### config.mk
export PLATFORM = sky130hd
export DESIGN_NAME = alu_pipe_nzcv
export DESIGN_NICKNAME = d
export VERILOG_FILES = /design/src/rtl/alu_pipe_nzcv.sv
export SDC_FILE = /design/constraint.sdc
export NUM_CORES = 1
export LEC_CHECK = 0
export CORE_ASPECT_RATIO = 1.75
export CORE_UTILIZATION = 57
export DETAILED_ROUTE_END_ITERATION = 6
export GPL_ROUTABILITY_DRIVEN = 0
export GPL_TIMING_DRIVEN = 1
export PLACE_DENSITY = 0.91
export SKIP_LAST_GASP = 1
export SLEW_MARGIN = 0
export SYNTH_ARGS = -nofsm -noshare
export SYNTH_HDL_FRONTEND = slang
export SYNTH_SLANG_ARGS = --single-unit
### constraint.sdc
create_clock -name i_clk -period 2.5 [get_ports i_clk]
set_input_delay 0.375 -clock i_clk [delete_from_list [all_inputs] [get_ports i_clk]]
set_output_delay 0.375 -clock i_clk [all_outputs]
set_load 0.01 [all_outputs]
### src/rtl/alu_pipe_nzcv.sv
// -----------------------------------------------------------------------------
// alu_pipe_nzcv
//   Registered, width-parametrised ALU producing a result plus NZCV flags, with
//   valid/ready handshakes on the operand side and the result side. One output
//   register gives one-cycle latency and full throughput for the single-cycle
//   opcodes. An optional shift-add multiplier (opcode 111) is enabled by
//   defining the macro ALU_PIPE_MUL_EN. Without it, opcode 111 is an illegal
//   single-cycle op returning zero.
//
// Parameters
//   WIDTH       operand/result width in bits (>= 2)
//
// Ports
//   i_clk       clock, rising edge
//   i_reset_n   asynchronous active-low reset
//   i_valid     operand bundle valid
//   o_ready     operands accepted this cycle when i_valid is also high
//   i_A, i_B    operands (two's complement for signed ops)
//   i_opcode    000 ADD, 001 SUB, 010 AND, 011 OR, 100 XOR, 101 SLT,
//               110 SHL, 111 MUL (or illegal)
//   o_valid     o_result/o_status hold a result
//   i_ready     consumer takes the result this cycle
//   o_result    result
//   o_status    {N,Z,C,V}
//   o_busy      multiply in progress
// -----------------------------------------------------------------------------
module alu_pipe_nzcv #(
   parameter int WIDTH = 8
) (
   input  logic             i_clk,
   input  logic             i_reset_n,
   input  logic             i_valid,
   output logic             o_ready,
   input  logic [WIDTH-1:0] i_A,
   input  logic [WIDTH-1:0] i_B,
   input  logic [2:0]       i_opcode,
   output logic             o_valid,
   input  logic             i_ready,
   output logic [WIDTH-1:0] o_result,
   output logic [3:0]       o_status,
   output logic             o_busy
);

   localparam logic [2:0] OP_ADD = 3'b000;
   localparam logic [2:0] OP_SUB = 3'b001;
   localparam logic [2:0] OP_AND = 3'b010;
   localparam logic [2:0] OP_OR  = 3'b011;
   localparam logic [2:0] OP_XOR = 3'b100;
   localparam logic [2:0] OP_SLT = 3'b101;
   localparam logic [2:0] OP_SHL = 3'b110;
   localparam logic [2:0] OP_MUL = 3'b111;

   function automatic logic [3:0] nzcv(input logic [WIDTH-1:0] res,
                                       input logic             c,
                                       input logic             v);
      return {res[WIDTH-1], (res == '0), c, v};
   endfunction

   // Single-cycle datapath: returns {status, result}.
   function automatic logic [WIDTH+3:0] alu_calc(input logic [WIDTH-1:0] a,
                                                 input logic [WIDTH-1:0] b,
                                                 input logic [2:0]       op);
      logic [WIDTH:0]          ext;
      logic signed [WIDTH-1:0] sa;
      logic signed [WIDTH-1:0] sb;
      logic [WIDTH-1:0]        res;
      logic                    c;
      logic                    v;
      ext = '0;
      res = '0;
      c   = 1'b0;
      v   = 1'b0;
      sa  = signed'(a);
      sb  = signed'(b);
      case (op)
         OP_ADD: begin
            ext = {1'b0, a} + {1'b0, b};
            res = ext[WIDTH-1:0];
            c   = ext[WIDTH];
            v   = (a[WIDTH-1] == b[WIDTH-1]) && (res[WIDTH-1] != a[WIDTH-1]);
         end
         OP_SUB: begin
            ext = {1'b0, a} - {1'b0, b};
            res = ext[WIDTH-1:0];
            c   = ~ext[WIDTH];   // carry means "no borrow"
            v   = (a[WIDTH-1] != b[WIDTH-1]) && (res[WIDTH-1] != a[WIDTH-1]);
         end
         OP_AND: res = a & b;
         OP_OR:  res = a | b;
         OP_XOR: res = a ^ b;
         OP_SLT: res = (sa < sb) ? {{(WIDTH-1){1'b0}}, 1'b1} : '0;
         OP_SHL: begin
            res = {a[WIDTH-2:0], 1'b0};
            c   = a[WIDTH-1];
         end
         // Illegal op when the multiplier is absent; the multiplier bypasses this path.
         OP_MUL: res = '0;
      endcase
      return {nzcv(res, c, v), res};
   endfunction

   logic             r_vld_p1;
   logic [WIDTH-1:0] r_result_p1;
   logic [3:0]       r_status_p1;
   logic [WIDTH+3:0] w_alu;
   logic             w_accept;
   logic             w_accept_alu;
   logic             w_idle;

   assign w_alu    = alu_calc(i_A, i_B, i_opcode);
   assign w_accept = i_valid && o_ready;
   assign o_ready  = w_idle && (!r_vld_p1 || i_ready);

`ifdef ALU_PIPE_MUL_EN
   localparam int               CNT_W    = $clog2(WIDTH + 1);
   localparam logic [CNT_W-1:0] CNT_LAST = CNT_W'(WIDTH - 1);

   typedef enum logic {S_IDLE = 1'b0, S_MUL = 1'b1} state_t;

   state_t               r_state;
   state_t               w_state_nxt;
   logic [CNT_W-1:0]     r_cnt;
   logic [2*WIDTH-1:0]   r_mcand;
   logic [2*WIDTH-1:0]   r_acc;
   logic [2*WIDTH-1:0]   w_acc_nxt;
   logic [WIDTH-1:0]     r_mplier;
   logic                 w_start_mul;
   logic                 w_mul_last;

   assign w_start_mul  = w_accept && (i_opcode == OP_MUL);
   assign w_accept_alu = w_accept && (i_opcode != OP_MUL);
   assign w_mul_last   = (r_state == S_MUL) && (r_cnt == CNT_LAST);
   // One multiplier bit per cycle; the final sum is what the result register loads.
   assign w_acc_nxt    = r_acc + (r_mplier[0] ? r_mcand : '0);

   always_ff @(posedge i_clk or negedge i_reset_n) begin
      if (!i_reset_n) r_state <= S_IDLE;
      else            r_state <= w_state_nxt;
   end

   always_comb begin
      w_state_nxt = r_state;
      case (r_state)
         S_IDLE:  if (w_start_mul) w_state_nxt = S_MUL;
         S_MUL:   if (w_mul_last)  w_state_nxt = S_IDLE;
         default: w_state_nxt = S_IDLE;
      endcase
   end

   always_comb begin
      w_idle = (r_state == S_IDLE);
      o_busy = (r_state == S_MUL);
   end

   always_ff @(posedge i_clk or negedge i_reset_n) begin
      if (!i_reset_n)               r_cnt <= '0;
      else if (w_start_mul)         r_cnt <= '0;
      else if (r_state == S_MUL)    r_cnt <= r_cnt + 1'b1;
   end

   // Multiplier operands are data-only and need no reset.
   always_ff @(posedge i_clk) begin
      if (w_start_mul) begin
         r_mcand  <= {{WIDTH{1'b0}}, i_A};
         r_mplier <= i_B;
         r_acc    <= '0;
      end else if (r_state == S_MUL) begin
         r_acc    <= w_acc_nxt;
         r_mcand  <= r_mcand << 1;
         r_mplier <= r_mplier >> 1;
      end
   end
`else
   assign w_idle       = 1'b1;
   assign o_busy       = 1'b0;
   assign w_accept_alu = w_accept;
`endif

   // ---- stage p1: output register ----
   // A MUL accept only happens with the output empty or transferring, so the
   // final branch correctly clears o_valid on that edge too.
   always_ff @(posedge i_clk or negedge i_reset_n) begin
      if (!i_reset_n) begin
         r_vld_p1    <= 1'b0;
         r_result_p1 <= '0;
         r_status_p1 <= '0;
      end else if (w_accept_alu) begin
         r_vld_p1    <= 1'b1;
         r_result_p1 <= w_alu[WIDTH-1:0];
         r_status_p1 <= w_alu[WIDTH+3:WIDTH];
      end
`ifdef ALU_PIPE_MUL_EN
      else if (w_mul_last) begin
         r_vld_p1    <= 1'b1;
         r_result_p1 <= w_acc_nxt[WIDTH-1:0];
         r_status_p1 <= nzcv(w_acc_nxt[WIDTH-1:0], |w_acc_nxt[2*WIDTH-1:WIDTH], 1'b0);
      end
`endif
      else if (r_vld_p1 && i_ready) begin
         r_vld_p1    <= 1'b0;
      end
   end

   assign o_valid  = r_vld_p1;
   assign o_result = r_result_p1;
   assign o_status = r_status_p1;

endmodule

==> metrics.md <==
| Metric | Value |
|---|---|
| Status | finished with violations |
| Failing checks | design-rule violations, negative setup slack |
| Post-route cell area | 3055 µm² |
| HP Class | input pin to asynchronous set/reset pin |
| Leak | 1.413 nW |
| Clock tree buffer depth | 2 |
| TritonCTS clock tree | yes |
| Mapped Nets | 289 |
| MaxCap Viol Count | 0 |
| CP Max Fanout | 10 |
| DR iter-0 viols | 400 |
| Post-synthesis sequential area ratio | 15.33% |
| Met2 Track Usage GR | 70.42% |
| Slew headroom | 60.42% |
| Final hold viol count | 0 |
| # DRC | 11 |
| Clock Sinks | 12 |
| Post-Route WL | 10010 µm |
| Period minus WS final | 2.675 ns |
| Number of synthesis warnings | 0 |
| TNS Setup | -0.2644 ns |
| Final setup viols | 4 |
| EDFF count, synth | 0 |
| Worst path slowest cell | clkdlybuf4s50_1 |
| DRT Pass-1 Iters | 7 |
| Most frequent cells in the layout | 61 x buf_4, 30 x clkdlybuf4s50_1, 19 x nand2_1 |
| Die area | 3685 µm² |
| Slew Limit Fails | 0 |
| I/O Buffers | 36 |
| Critical Path RT | 2.62 ns |
| Die height | 79.56 µm |
| Boundary pin count | 38 |
| Met3 Track Usage GR | 18.33% |
| Crit Path Class | input pin to flop |
| Area growth, synth to finish | 55.94% |
| Main synth FF type | dfrtp_1 |
| CP top delay family | compound AO/OA/AOI/OAI gates |
| Clock Root Buffer | clkbuf_8 |
| Power density over cell area | 392.0 nW/µm² |
| H-tree levels | 1 |
| Worst Path Buf+Inv | 3 |
| Hold_buf cts | 0 |
| GR Util met1 | 51.24% |
| Initial antenna violation count | 1 |
| CTS Buf Count | 3 |
| Core area | 3209 µm² |
| R2r startpoint | o_valid$_DFFE_PN0P_ |
| Detailed Place HPWL | 4916 µm |
| Share of cells above drive strength 1 | 40.73% |
| Post-DRT Antenna Nets | 0 |
| Nets | 380 |
| Die Span X | 46.32 µm |
| Largest net degree at the start of global routing | 24 |
| Worst-case reg-to-reg path depth | 5 |
| Setup Skew | 0.002006 ns |
| Crit path largest cell delay | 0.49 ns |
| Number of global-route vias before repair | 2468 |
| Final worst path period share | 107.0% |
| Commonest non-fill, non-tap cell in the layout | buf_4 |
| Most Used Layer, Global Route | met2 |
| Global-route wire length before repair | 12580 µm |
| ANT cells | 0 |
| Gate Count Post-Synth | 240 |
| Worst VDD drop | 0.0003100 V |
| Global route total overflow | 0 |
| Fill cell count | 94 |
| Worst Setup Slack post-DPL | -0.4225 ns |
| Flop-to-flop setup slack | 0.62 ns |
| Initial Util | 61.05% |
| Dpl cells | 357 |
| Wire per inst | 26.92 µm |
| Synthesis-stage register bit count | 12 |
| Core Rows | 27 |
| Async SR Flop Fraction | 100.0% |
| Avg Inst Size Synth | 8.164 µm² |
| Worst-path cell chain | clkdlybuf4s50_1, inv_1, ha_2, inv_1, a21oi_1, o211a_1, a211oi_2, nand4_1, o41ai_4 |
| CP Data Arrival Time | 2.80 ns |
| R2R Path End | o_status[2]$_DFFE_PN0P_ |
| Worst-margin pin slew | 0.5892 ns |
| Highest clock rate | 0.3739 GHz |
| Synth unique cells | 68 |
| Non-filler cells, final | 372 |
| Post-DP Area | 2670 µm² |
| DR vias | 2690 |
| All-layer global routing usage | 47.66% |
| Startpoint types | input pin |
| Vias per cell | 7.231 |
| Smallest hold slack | 0.4860 ns |
| Post-Syn Area | 1959 µm² |
| Worst-Skew Late Latency | 0.25 ns |
| Crit end category | flop |
| Cell mode on critical path | inv_1 |
| Final WS setup | -0.1748 ns |
| Clk slew on worst S/H paths | 0.05 ns |
worst max path at each step:
stage / slack [ns] / cells past startpoint / from / to
6_report: -0.17 / 9 / i_A[5] / o_status[2]$_DFFE_PN0P_
3_5_place_dp: -0.42 / 11 / i_A[0] / o_status[2]$_DFFE_PN0P_
2_1_floorplan: 0.30 / 8 / i_A[0] / o_result[6]$_DFFE_PN0P_
5_1_grt: -0.19 / 9 / i_A[5] / o_status[2]$_DFFE_PN0P_
4_1_cts: 0.009 / 11 / i_B[2] / o_status[2]$_DFFE_PN0P_
3_3_place_gp: -0.29 / 10 / i_A[0] / o_status[2]$_DFFE_PN0P_
per-stage QoR:
| stage | power [W] | util (%) |
|---|---|---|
| final | 0.001198 | 95.20 |
| after global routing | 0.001232 | 95.20 |
| after CTS | 0.001029 | 87.72 |
| after detailed placement | 0.0008210 | 83.20 |
| after global placement | 0.0007895 | 83.20 |
| after floorplan | 0.0005551 | - |
worst reg2reg max path, delay by kind of cell (launching register included):
kind,cells,cell delay (ns)
flops,1,0.39
compound gates,1,0.45
simple gates,4,0.93
cell type report:
| type | count | area (µm²) | share of cell area, % |
|---|---|---|---|
| multi-input cells | 188 | 1699 | 55.61 |
| repair buffers | 100 | 860.8 | 28.17 |
| flip-flops and latches | 12 | 300.3 | 9.828 |
| inverters | 26 | 100.1 | 3.276 |
| well taps | 43 | 53.80 | 1.761 |
| clock buffers | 3 | 41.29 | 1.351 |
synthesized netlist by cell type (all sizes together) (3+ instances only):
cell type,number,area share [%]
ha,24,15
nand2b,4,1.3
nor3,12,3.9
xnor2,3,1.3
o22ai,4,1.3
mux2,6,3.6
nor2,15,3.3
o31ai,4,1.5
nor2b,5,1.6
o21ai,16,4.3
nand2,22,4.9
dfrtp,12,15
o2111ai,3,1.3
a21oi,11,3.0
o221ai,4,1.8
a31oi,3,0.96
o21bai,3,1.1
mux2i,4,2.0
or3,3,0.96
clkbuf,3,1.1
buf,11,4.3
inv,26,5.1
repair_timing:
item                                    CTS  global route
endpoints found under the setup margin    5             7
pin swaps                                 8            23
setup buffers                             2            10
gates resized for setup                  22            45
logic make-up after synthesis:
family	synth area share, %
flops	15.33
fa+ha+maj	17.37
other cells	0.1914
mux	5.683
simple gates	18.39
buf+inv	10.54
compound gates	30.27
xor+xnor	2.235
state kept, by name (all words and copies together) (netlist names):
register / flops
o_valid: 1
o_result: 8
o_status: 3
metal layers:
layer	wire length [µm]	vias up	share of wire, %
met3	1389	131	14
met2	4319	306	43
met4	1175	0	12
met1	3129	1203	31
li1	-	1050	-
met5	0	-	0
where the power goes:
group,switching (W),internal [W]
clock network,0.0000735,0.000106
registers,0.0000193,0.000225
logic,0.000405,0.000369
total,0.000498,0.000700
Power figures use the tool's default switching activity.
